[src/rtl/fetch_queue.sv]
// Instruction fetch queue between the fetch sequencer and decode.
// Circular buffer of {vaddr, fid, insn, bp_taken} entries with wrap-bit
// pointers. readyn warns the sequencer early enough to absorb its in-flight
// fetches, and a branch commit override empties the queue in one cycle.
//
// Handshake: an entry is accepted when i_valid is high, the registered
// occupancy is below DEPTH and no flush is requested. The head is consumed
// on any cycle with o_valid && o_ready and no flush. A push into a full
// queue is dropped, even if a pop happens in the same cycle, and sets the
// sticky o_overflow flag.
module fetch_queue #(
   parameter int DEPTH        = 8,
   parameter int AFULL_MARGIN = 2
) (
   input  logic                     clk,
   input  logic                     resetn,
   input  logic                     bco_valid,
   input  logic                     i_valid,
   input  logic [31:0]              i_vaddr,
   input  logic [7:0]               i_fid,
   input  logic [31:0]              i_insn,
   input  logic                     i_bp_taken,
   output logic                     readyn,
   output logic                     o_valid,
   output logic [31:0]              o_vaddr,
   output logic [7:0]               o_fid,
   output logic [31:0]              o_insn,
   output logic                     o_bp_taken,
   input  logic                     o_ready,
   output logic [$clog2(DEPTH):0]   o_count,
   output logic                     o_overflow
);

   localparam int AW = $clog2(DEPTH);
   localparam int EW = 32 + 8 + 32 + 1;
   localparam logic [AW:0] DEPTH_C  = (AW+1)'(DEPTH);
   localparam logic [AW:0] MARGIN_C = (AW+1)'(AFULL_MARGIN);

   logic [EW-1:0] mem [DEPTH];
   logic [AW:0]   wptr;
   logic [AW:0]   rptr;
   logic [AW:0]   count;
   logic          full;
   logic          push;
   logic          pop;
   logic          drop;

   // Occupancy comes only from the registered pointers, so full, readyn
   // and o_valid never depend on this cycle's inputs.
   assign count = wptr - rptr;
   assign full  = (count == DEPTH_C);

   // A same-cycle pop does not make room for a push: full is judged on
   // the registered count.
   assign push = i_valid && !full && !bco_valid;
   assign pop  = o_valid && o_ready && !bco_valid;
   assign drop = i_valid && full && !bco_valid;

   assign o_valid = (count != '0);
   assign o_count = count;
   assign readyn  = ((DEPTH_C - count) <= MARGIN_C);

   // Head is a combinational read at rptr; a written entry becomes visible
   // the cycle after the write (no bypass).
   assign {o_vaddr, o_fid, o_insn, o_bp_taken} = mem[rptr[AW-1:0]];

   // Entry storage: written on push, never cleared (flush/reset only move pointers).
   always_ff @(posedge clk) begin
      if (push) begin
         mem[wptr[AW-1:0]] <= {i_vaddr, i_fid, i_insn, i_bp_taken};
      end
   end

   // Pointer update: reset and flush both rewind to an empty queue at index 0.
   always_ff @(posedge clk) begin
      if (!resetn) begin
         wptr <= '0;
         rptr <= '0;
      end else if (bco_valid) begin
         wptr <= '0;
         rptr <= '0;
      end else begin
         if (push) wptr <= wptr + 1'b1;
         if (pop)  rptr <= rptr + 1'b1;
      end
   end

   // Sticky overflow: set when an entry is dropped on a full queue, cleared only by reset.
   always_ff @(posedge clk) begin
      if (!resetn) begin
         o_overflow <= 1'b0;
      end else if (drop) begin
         o_overflow <= 1'b1;
      end
   end

endmodule

[config.mk]
export PLATFORM = sky130hd
export DESIGN_NAME = fetch_queue
export DESIGN_NICKNAME = d
export VERILOG_FILES = /design/src/rtl/fetch_queue.sv
export SDC_FILE = /design/constraint.sdc
export NUM_CORES = 1
export LEC_CHECK = 0
export CORE_MARGIN = 2
export CORE_UTILIZATION = 40
export CTS_CLUSTER_SIZE = 10
export DETAILED_ROUTE_END_ITERATION = 16
export HOLD_SLACK_MARGIN = 0.15
export PLACE_DENSITY = 0.66
export SLEW_MARGIN = 20
export SYNTH_ARGS = -nofsm -noshare
export SYNTH_HDL_FRONTEND = slang
export SYNTH_SLANG_ARGS = --single-unit
[constraint.sdc]
create_clock -name clk -period 15.6 [get_ports clk]
set_clock_uncertainty 0.15 [all_clocks]
set_input_delay 4.68 -clock clk [delete_from_list [all_inputs] [get_ports clk]]
set_output_delay 4.68 -clock clk [all_outputs]
set_load 0.005 [all_outputs]
After elaboration in Yosys (flattened, before gate mapping)
Memories as Yosys holds them, arrays and structs flattened. A register that Yosys moved wholly into a read port is not among the register bits.
Cells that the tools add are included.
{ "classes": {"n_mux": 4, "n_bitwise": 1, "n_shift": 0, "order_cmp": 1, "multipliers": 0, "div": 0, "reduce_logical": 10, "eq_ne": 1, "n_addsub": 4} }
{ "ops": {"columns": ["op", "n"], "rows": [
  ["adder 4 x 1 -> 4 bit (second input constant)", 2],
  ["logical AND 1 bit", 6],
  ["2-to-1 mux 3 bit", 2],
  ["== test 4 bit (second input constant)", 1],
  ["less-or-equal comparator 4 x 2 -> 1 bit (second input constant)", 1],
  ["nonzero test 4 bit", 1],
  ["subtractor 4 bit", 1],
  ["subtractor 4 bit (first input constant)", 1],
  ["logical NOT 1 bit", 2],
  ["2-to-1 mux 1 bit", 2],
  ["OR reduction 2 bit", 1],
  ["inverter 1 bit", 1]
]} }
{ "totals": {"romBits": 0, "ram_bits": 584, "mem_count": 1, "latchBits": 0, "output_inout_bits": 80, "regBits": 9} }
{ "memory_table": {"columns": ["name", "depth", "word_bits", "read_ports", "rd_ports_with_merged_regs", "write_ports", "line_no", "rtl"], "rows": [
  ["mem", 8, 73, 1, 1, 1, "39", "logic [EW-1:0] mem [DEPTH];"]
]} }

Logic depth before layout (Yosys ltp)
{ "depth": {"depth_word": 7, "ltp_mapped": 8, "mapped_depth_nobuf": 8} }

Worst setup path before layout
Ideal clock, no wire load.
{ "synth_timing": {"path_kind": "input to register", "from": "in i_valid", "to": "mem mem[4][0] (netlist name), enable pin", "t_required_ns": 14.740, "n_path_buf": 1, "path_slack_ns": 2.049, "cell_stages": 4, "setup_ns": 0.710, "t_arrival_ns": 12.691, "path_cell_list": "nor2b_1 clkbuf_1 nand2_1 nor4b_1"} }
{ "synth_between": {"elab_chain_len": 4} }
{ "synth_lines": {"columns": ["element", "line_no", "rtl"], "rows": [
  ["start: declaration", "18", "input logic i_valid,"],
  ["logical AND 1 bit (2 in a row)", "55", "assign push = i_valid && !full && !bco_valid;"],
  ["2-to-1 mux 1 bit", "69", "if (push) begin"],
  ["2-to-1 mux 1 bit (not written as such)", "70", "mem[wptr[AW-1:0]] <= {i_vaddr, i_fid, i_insn, i_bp_taken};"],
  ["end: declaration", "39", null]
]} }
Every way passes these cells.

==> metrics <==
fin cells=1923; wire length of the first global-routing pass=68300 um; chip width=242 um; Worst Hold Slack=0.363 ns; buffer count from post-CTS setup fixing=0; maximum resistive drop on vdd=68.3 uV; yosys warns=0; sequence of cells on the critical path=buf_4, buf_4, mux4_2, mux2_2, clkdlybuf4s50_1; count of different cell masters after synthesis=39; post-cts gate resize count=0; area post-placement=25200 um^2; final setup TNS=0 ns; setup repair after global routing missed its margin=false; CP arrival=around 4.2 ns; number of antenna violations at the first check in global routing=2; critical-path maximum fanout=45; first-iteration detailed-routing DRC count=roughly 650; crit end category=output pin; total clock buffers created by CTS=71; Synth Flop Type=sky130_fd_sc_hd__edfxtp_1; final cell area excluding filler cells=27100 um^2; Remaining Overflow, GRT=0; per-cell routed wire length=~23 um; post-synthesis instance total=941; GR Util All Layers=15.6%; launching element type of the critical path=flip-flop; Detail Placement HPWL=23600 um; clock tree from TritonCTS=done; net count of the mapped netlist=1027; worst-case headroom to the max-slew limit=31.9%; H-tree levels=3; outcome=finished clean; critical path's most frequent cell=sky130_fd_sc_hd__buf_4; clock sinks=596; area of the mapped netlist=22600 um^2; final worst-path cycle share=57.7%; final core utilization=about 48%; boundary pin count=~160; via count of the routed design=10100; Placer Congestion=0.700; worst hold path class=flip-flop to flip-flop; final WL=45200 um; Rows=87; number of cells after detailed placement=1832; Final ANT Viol Nets=0; number of detailed-route iterations in the first pass=5; Peak Freq=between 100 and 150 MHz; Avg Inst Size Synth=24.0 um^2; drc violations=0; type of the worst setup path=flip-flop to output pin; number of buffers added to fix hold violations after cts=0; largest net degree at the start of global routing=66; flip-flop and latch count after synthesis=596; die height=242 um; cell with the largest stage delay on the worst path=sky130_fd_sc_hd__buf_4; number of enable flip-flop cells after synthesis=584; Die Footprint=58500 um^2; clock slew at reported path FFs=0.05 ns; final slew viol count=0; root buffer cell=sky130_fd_sc_hd__clkbuf_16; number of buffer cells added on primary ports=157; Core Footprint=56200 um^2; initial cell density of the core=40.3%; max-cap violation count=0; leakage power total=8.27 nW; Req. time, crit path=around 11 ns; Worst Tran Pin Value=~1.0 ns; layout cells sized above 1=28.7%; fraction of the yosys area taken by sequential cells=78.6%; drt via density=5.26; minimum clock period=9.00 ns; via count of the first global-routing pass=about 11000; Top delay family on crit path=buffers and inverters; Final nets=1235; Area growth, synth to finish=20.0%; final number of setup-violating endpoints=0; Async S/R FF share, synth=0%; hold violation total from the final report=0; power density over the cells=123 nW/um^2; delay contributed by the slowest stage of the critical path=0.84 ns; CP bufs+invs=3; clock latency reported for the late side of the worst-skew pair=0.58 ns; number of buffers between clock root and the deepest sink=3
==> layout make-up <==
| class | instances | area, um^2 |
|---|---|---|
| sequential | 596 | 17800 |
| clock buffer | 83 | 1890 |
| inverter | 9 | 33.8 |
| timing repair buffer | 179 | 1750 |
| antenna | 1 | 2.50 |
| fill | 4535 | 29000 |
| multi-input combinational | 292 | 4660 |
| clock inverter | 7 | 57.6 |
| tap | 756 | 946 |
==> Yosys cell counts, types with 3 or more instances <==
master                       n  area (um^2)
sky130_fd_sc_hd__mux4_2    146         3290
sky130_fd_sc_hd__inv_1       9         33.8
sky130_fd_sc_hd__nor2_1      6         22.5
sky130_fd_sc_hd__xnor2_1     4         35.0
sky130_fd_sc_hd__buf_1       4         15.0
sky130_fd_sc_hd__dfxtp_1    12          240
sky130_fd_sc_hd__nand3_1     4         20.0
sky130_fd_sc_hd__clkbuf_1   25         93.8
sky130_fd_sc_hd__a21oi_1     8         40.0
sky130_fd_sc_hd__ha_1        7         87.6
sky130_fd_sc_hd__edfxtp_1  584        17500
sky130_fd_sc_hd__nand2_1     9         33.8
sky130_fd_sc_hd__buf_2      15         75.1
sky130_fd_sc_hd__mux2_2     73          822
sky130_fd_sc_hd__nor3_1      4         20.0
sky130_fd_sc_hd__nor2b_1     3         18.8
==> routing by layer <==
metal | up-vias | GRT usage [%] | routed length, um
li1 | 4401 | - | -
met1 | 5439 | 20.4 | 19300
met2 | 217 | 26.4 | 22900
met3 | 61 | 3.27 | 2060
met4 | 2 | 4.90 | 845
met5 | - | 0 | 13
==> worst min-delay path, cell delays in order, from the launching register on <==
cell and delay (ns):
sky130_fd_sc_hd__dfxtp_1 0.33, sky130_fd_sc_hd__a21oi_1 0.04, sky130_fd_sc_hd__nor2b_1 0.10
==> through the flow <==
stage                     total power [mW]  setup WS (ns)
after CTS                             3.39           6.43
after global placement                1.95           7.09
after floorplan                       1.88           2.05
after global routing                  3.46           6.24
after detailed placement              1.96           7.07
final                                 3.34           6.60
==> placed cells by master (no fill, tap or decap), drive strengths merged, types with 3 or more instances in the layout <==
cell and count:
clkbuf 83, clkdlybuf4s50 157, mux2 73, xnor2 4
inv 11, nor3 4, a21oi 8, nand2 9
buf 22, o21ai 3, ha 7, edfxtp 584
nor2 6, dfxtp 12, clkinv 4, nand3 4
mux4 146, nor2b 3
==> flip-flops by register name, indices dropped and copies added, names as in the netlist, named ones only <==
signal / count
o_overflow: 1
mem: 584
wptr: 4
rptr: 4
==> path summary, 6_finish.rpt <==
check	startpoint	endpoint	slack, ns	cells past startpoint
max	flip-flop	o_insn[31]	6.60	5
min	o_overflow$_SDFFE_PN0P_	o_overflow$_SDFFE_PN0P_	0.36	2
max reg2reg	wptr[0]$_SDFFE_PP0P_	mem[1][42]$_DFFE_PP_	11.15	10
min reg2reg	o_overflow$_SDFFE_PN0P_	o_overflow$_SDFFE_PN0P_	0.36	2
==> where the power goes <==
group          switching [mW]  internal (mW)
Clock                   0.576          0.843
Sequential            0.00450           1.77
Combinational          0.0629         0.0823
==> logic make-up (layout without fill, tap and decap cells) <==
family | count (synthesis) | count (layout) | share of synthesized area (%)
flops | 596 | 596 | 78.6
mux | 220 | 220 | 18.2
buf+inv | 53 | 278 | 0.963
simple gates | 39 | 39 | 0.919
compound gates | 20 | 20 | 0.614
fa+ha+maj | 8 | 8 | 0.476
xor+xnor | 5 | 5 | 0.194
other cells | 0 | 1 | 0
No activity file was read; power rests on OpenSTA's default activity.
